### src/rtl/priority_grant_decoder.sv
// Registered one-hot grant decoder for a 4-input priority encoder code, with hold limit and break-before-make gap.
// Optional one-deep pending slot for loads arriving while busy: define PRIORITY_GRANT_PENDING_EN.
module priority_grant_decoder #(
    parameter int HOLD_MAX = 8,
    parameter int CNT_W    = 4
) (
    input  logic       clk,
    input  logic       rst_n,
    input  logic [2:0] code,
    input  logic       code_load,
    input  logic       done,
    output logic [3:0] grant,
    output logic       busy,
    output logic [1:0] last_idx,
    output logic       timeout,
    output logic       overrun
);

    typedef enum logic [1:0] {IDLE, GRANT, GAP} state_t;

    localparam logic [CNT_W-1:0] LIMIT = CNT_W'(HOLD_MAX - 1);

    state_t           state_q, state_d;
    logic [CNT_W-1:0] cnt_q, cnt_d;
    logic [3:0]       grant_q, grant_d;
    logic [1:0]       last_idx_q, last_idx_d;
    logic             busy_q, busy_d;
    logic             timeout_q, timeout_d;
    logic             overrun_q, overrun_d;
    logic             valid_load;

`ifdef PRIORITY_GRANT_PENDING_EN
    logic             pend_valid_q, pend_valid_d;
    logic [1:0]       pend_idx_q, pend_idx_d;
`endif

    assign valid_load = code_load & code[2];

    // NOTE: every signal driven here gets a default first, so no path can infer a latch.
    always_comb begin
        state_d    = state_q;
        cnt_d      = cnt_q;
        grant_d    = grant_q;
        last_idx_d = last_idx_q;
        timeout_d  = 1'b0;
        overrun_d  = 1'b0;
`ifdef PRIORITY_GRANT_PENDING_EN
        pend_valid_d = pend_valid_q;
        pend_idx_d   = pend_idx_q;
`endif

        case (state_q)
            IDLE: begin
`ifdef PRIORITY_GRANT_PENDING_EN
                // A code captured during a pending-free GAP is served before new loads.
                if (pend_valid_q) begin
                    state_d      = GRANT;
                    grant_d      = 4'b0001 << pend_idx_q;
                    last_idx_d   = pend_idx_q;
                    cnt_d        = '0;
                    pend_valid_d = 1'b0;
                end else
`endif
                if (valid_load) begin
                    state_d    = GRANT;
                    grant_d    = 4'b0001 << code[1:0];
                    last_idx_d = code[1:0];
                    cnt_d      = '0;
                end
            end
            GRANT: begin
                cnt_d = cnt_q + CNT_W'(1);
                if (done) begin
                    state_d = GAP;
                    grant_d = '0;
                end else if (cnt_q == LIMIT) begin
                    state_d   = GAP;
                    grant_d   = '0;
                    timeout_d = 1'b1;
                end
            end
            GAP: begin
                state_d = IDLE;
                grant_d = '0;
`ifdef PRIORITY_GRANT_PENDING_EN
                if (pend_valid_q) begin
                    state_d      = GRANT;
                    grant_d      = 4'b0001 << pend_idx_q;
                    last_idx_d   = pend_idx_q;
                    cnt_d        = '0;
                    pend_valid_d = 1'b0;
                end
`endif
            end
            default: begin
                state_d = IDLE;
                grant_d = '0;
            end
        endcase

        // Valid loads while busy: buffer the first one if possible, otherwise flag the drop.
        if ((state_q != IDLE) && valid_load) begin
`ifdef PRIORITY_GRANT_PENDING_EN
            if (!pend_valid_q) begin
                pend_valid_d = 1'b1;
                pend_idx_d   = code[1:0];
            end else begin
                overrun_d = 1'b1;
            end
`else
            overrun_d = 1'b1;
`endif
        end

        busy_d = (state_d != IDLE);
    end

    // NOTE: sequential state uses non-blocking assignments so all registers update from pre-edge values.
    always_ff @(posedge clk) begin
        if (!rst_n) begin
            state_q    <= IDLE;
            cnt_q      <= '0;
            grant_q    <= '0;
            last_idx_q <= '0;
            busy_q     <= 1'b0;
            timeout_q  <= 1'b0;
            overrun_q  <= 1'b0;
`ifdef PRIORITY_GRANT_PENDING_EN
            pend_valid_q <= 1'b0;
            pend_idx_q   <= '0;
`endif
        end else begin
            state_q    <= state_d;
            cnt_q      <= cnt_d;
            grant_q    <= grant_d;
            last_idx_q <= last_idx_d;
            busy_q     <= busy_d;
            timeout_q  <= timeout_d;
            overrun_q  <= overrun_d;
`ifdef PRIORITY_GRANT_PENDING_EN
            pend_valid_q <= pend_valid_d;
            pend_idx_q   <= pend_idx_d;
`endif
        end
    end

    assign grant    = grant_q;
    assign busy     = busy_q;
    assign last_idx = last_idx_q;
    assign timeout  = timeout_q;
    assign overrun  = overrun_q;

endmodule
### config.mk
export PLATFORM = sky130hd
export DESIGN_NAME = priority_grant_decoder
export DESIGN_NICKNAME = d
export VERILOG_FILES = /design/src/rtl/priority_grant_decoder.sv
export SDC_FILE = /design/constraint.sdc
export NUM_CORES = 1
export LEC_CHECK = 0
export CORE_MARGIN = 1.5
export CORE_UTILIZATION = 30
export CTS_BUF_LIST = sky130_fd_sc_hd__clkbuf_16
export DETAILED_ROUTE_END_ITERATION = 12
export PLACE_DENSITY = 0.5
export RECOVER_POWER = 25
export SYNTH_ARGS = -nofsm -noshare
export SYNTH_HDL_FRONTEND = slang
export SYNTH_SLANG_ARGS = --single-unit
### constraint.sdc
create_clock -name clk -period 3.8 [get_ports clk]
set_input_delay 0.76 -clock clk [delete_from_list [all_inputs] [get_ports clk]]
set_output_delay 0.76 -clock clk [all_outputs]
set_load 0.05 [all_outputs]
==> results.toml <==
[run]
max-cap-violations = 0

[timing]
worst_slew_pin_slew_ns = 0.497
holdWs_ns = 0.458
fin_setup_tns_ns = 0
finalSetupViolCount = 0
period_share_pct = 56.3
relSlewSlack_pct = 66.8
period_minus_slack_ns = 2.14
finalHoldViolations = 0
fmax_ghz = 0.468
finClkSkew_ns = 0.00308
drv_slew = 0
grt_setup_unrepaired = "no"

[synth]
synth_top_family_by_area = "simple AND/OR/NAND/NOR gates"
synth_mux_area_share_pct = 10.6
syn-instance-count = 71
avgSynthCellArea_um2 = 9.29
syn-cell-area_um2 = 659
ys_types = 26
async_flop_share_pct = 0
ys_warn_count = 0
synth_compound_area_share_pct = 10.6
synthAdderAreaFrac_pct = 1.90
syn_nets = 79
synth-seq-cells = 15
synth-xor-area-share_pct = 0
yosysSeqAreaShare_pct = 45.5
yosys.area_share.simple_pct = 26.9
synthFlopType = "dfxtp_1"
synth_edf_count = 0

[clock_network]
clkLatencyLatePin_ns = 0.24
h-tree-depth = 1
numCtsBuffers = 3
cts_tree = "done"
cts.reportedPaths.clkPinSlew_ns = 0.05
cts_hold_buf = 0
cts_setup_buffers = 0
numClockSinks = 15
cts_root_buffer = "clkbuf_16"
cts_buffer_depth = 2
cts_resized = 0

[final_layout]
utilization_pct = 44.6
drive_above_1_share_pct = 6.90
final_net_count = 96
stdcell_count = 114
area_delta_synth_final_pct = 36.8
layout_commonest_cell = "dfxtp_1"
final_area_um2 = 902
n_antenna_cell = 0
final_cell_mix = "15 x dfxtp_1, 13 x clkdlybuf4s50_1, 10 x nand2_1"

[die]
io_pins = 16
fp-row-count = 16
core_um2 = 2020
die_area_um2 = 2490
initial_core_util_pct = 32.6
die_h_um = 49.9
die_x_um = 49.9

[placed_design]
dpl-instance-area_um2 = 822
hpwl_um = 960
io_buffers = 15
gp_congestion = 0.688
dp_cells = 110

[power]
powerDensity_nw_per_um2 = 469
peakVddDrop_uv = 212
power.leakage_nw = 0.339

[worst_setup_path]
crit_buf_inv = 1
cp_num_cells = 1
startpoint_type = "register"
critPathMaxStageDelay_ns = 0.80
worst_r2r_path_depth = 4
reg2reg_to = "grant[2]$_SDFFE_PN0P_"
worstReg2RegStart = "cnt_q[0]$_SDFFE_PN0P_"
worst-r2r-setup-slack_ns = 2.36
cp.required_ns = 3.04
end_kind = "output port"
path_cells = "clkdlybuf4s50_1"
cp_slowest_cell = "clkdlybuf4s50_1"
worstPathArrival_ns = 1.38
path_class = "reg2out"
path_max_fanout = 2
cp_top_family = "buffers and inverters"

[detailed_routing]
wl_um = 1360
drc = 0
first_iter_violations = 9
route.vias.total = 545
firstDrtPassIters = 4
viasPerCell = 4.78
wire_per_inst_um = 11.9
antenna_left = 0

[global_routing]
grt_max_degree = 12
grt_use_met3_pct = 3.03
grt_pass1_vias = 494
grt_busiest_layer = "met2"
grt_util_met1_pct = 15.9
overflow = 0
antenna_found_initial = 0
grt_pass1_wl_um = 2190
use_met2_pct = 16.0
grt_usage_pct = 11.9

[worst_hold_path]
hold_depth = 2
min-delay-start = "grant[0]$_SDFFE_PN0P_"
hp-class = "reg2reg"
hold_end = "grant[0]$_SDFFE_PN0P_"

[status]
status = "finished clean"
-- report_power, final --
group / total (mW) / switching [mW] / internal (mW)
Combinational: 0.0518 / 0.0305 / 0.0213
Sequential: 0.168 / 0.00483 / 0.163
Clock: 0.204 / 0.0631 / 0.140
Total: 0.423 / 0.0985 / 0.325
-- flip-flops by register name, indices dropped and copies added (netlist names) --
register,count
cnt_q,4
busy,1
last_idx,2
state_q,2
timeout,1
grant,4
overrun,1
-- stage by stage --
stage                     power (mW)  worst slack [ns]
after floorplan                0.205              2.16
after global placement         0.224              1.59
after detailed placement       0.223              1.56
after CTS                      0.428              1.65
after global routing           0.440              1.62
final                          0.423              1.66
-- worst register-to-register path: stages, from the launching register on --
cell and delay (ns):
dfxtp_1 0.37, ha_1 0.21, nand3b_1 0.16, a32oi_2 0.41, mux2i_1 0.22
-- synthesized netlist by cell type, types with 2 or more instances --
| master | count | share of area, % |
|---|---|---|
| nor3_1 | 2 | 1.5 |
| nand2_1 | 10 | 5.7 |
| buf_2 | 2 | 1.5 |
| mux2i_1 | 7 | 11 |
| inv_1 | 2 | 1.1 |
| dfxtp_1 | 15 | 46 |
| a21oi_1 | 5 | 3.8 |
| nor2_1 | 7 | 4.0 |
| nand3_1 | 2 | 1.5 |
| o21ai_1 | 2 | 1.5 |
| nor2b_1 | 2 | 1.9 |
-- final cells by class --
| class | count | area (um2) |
|---|---|---|
| clock buffers | 3 | 75.1 |
| clock inverters | 1 | 5.00 |
| fillers | 203 | 1120 |
| inverters | 2 | 7.51 |
| multi-input cells | 51 | 330 |
| flip-flops and latches | 15 | 300 |
| well taps | 27 | 33.8 |
| repair buffers | 15 | 150 |
-- metal layers --
| layer | wire [um] | vias to the layer above |
|---|---|---|
| met5 | 0 | - |
| met4 | 13 | 0 |
| met3 | 48 | 2 |
| met2 | 606 | 11 |
| met1 | 689 | 253 |
| li1 | - | 279 |
-- worst max-delay path by stage --
| stage | end | from |
|---|---|---|
| 6_report | grant[3] | grant[3]$_SDFFE_PN0P_ |
| 5_1_grt | last_idx[1] | last_idx[1]$_SDFFE_PN0P_ |
| 4_1_cts | grant[2] | grant[2]$_SDFFE_PN0P_ |
| 3_5_place_dp | grant[1]$_SDFFE_PN0P_ | rst_n |
| 3_3_place_gp | grant[1]$_SDFFE_PN0P_ | rst_n |
| 2_1_floorplan | grant[1]$_SDFFE_PN0P_ | rst_n |
-- cell families (layout without fill, tap and decap cells) --
| family | Yosys count | in the layout |
|---|---|---|
| AO/OA/AOI/OAI | 11 | 11 |
| adder cells (fa/ha/maj) | 1 | 1 |
| buffers and inverters | 5 | 21 |
| flip-flops | 15 | 15 |
| multiplexers | 7 | 7 |
| AND/OR/NAND/NOR | 32 | 32 |
Note: power is estimated with default switching activity, not from simulation.
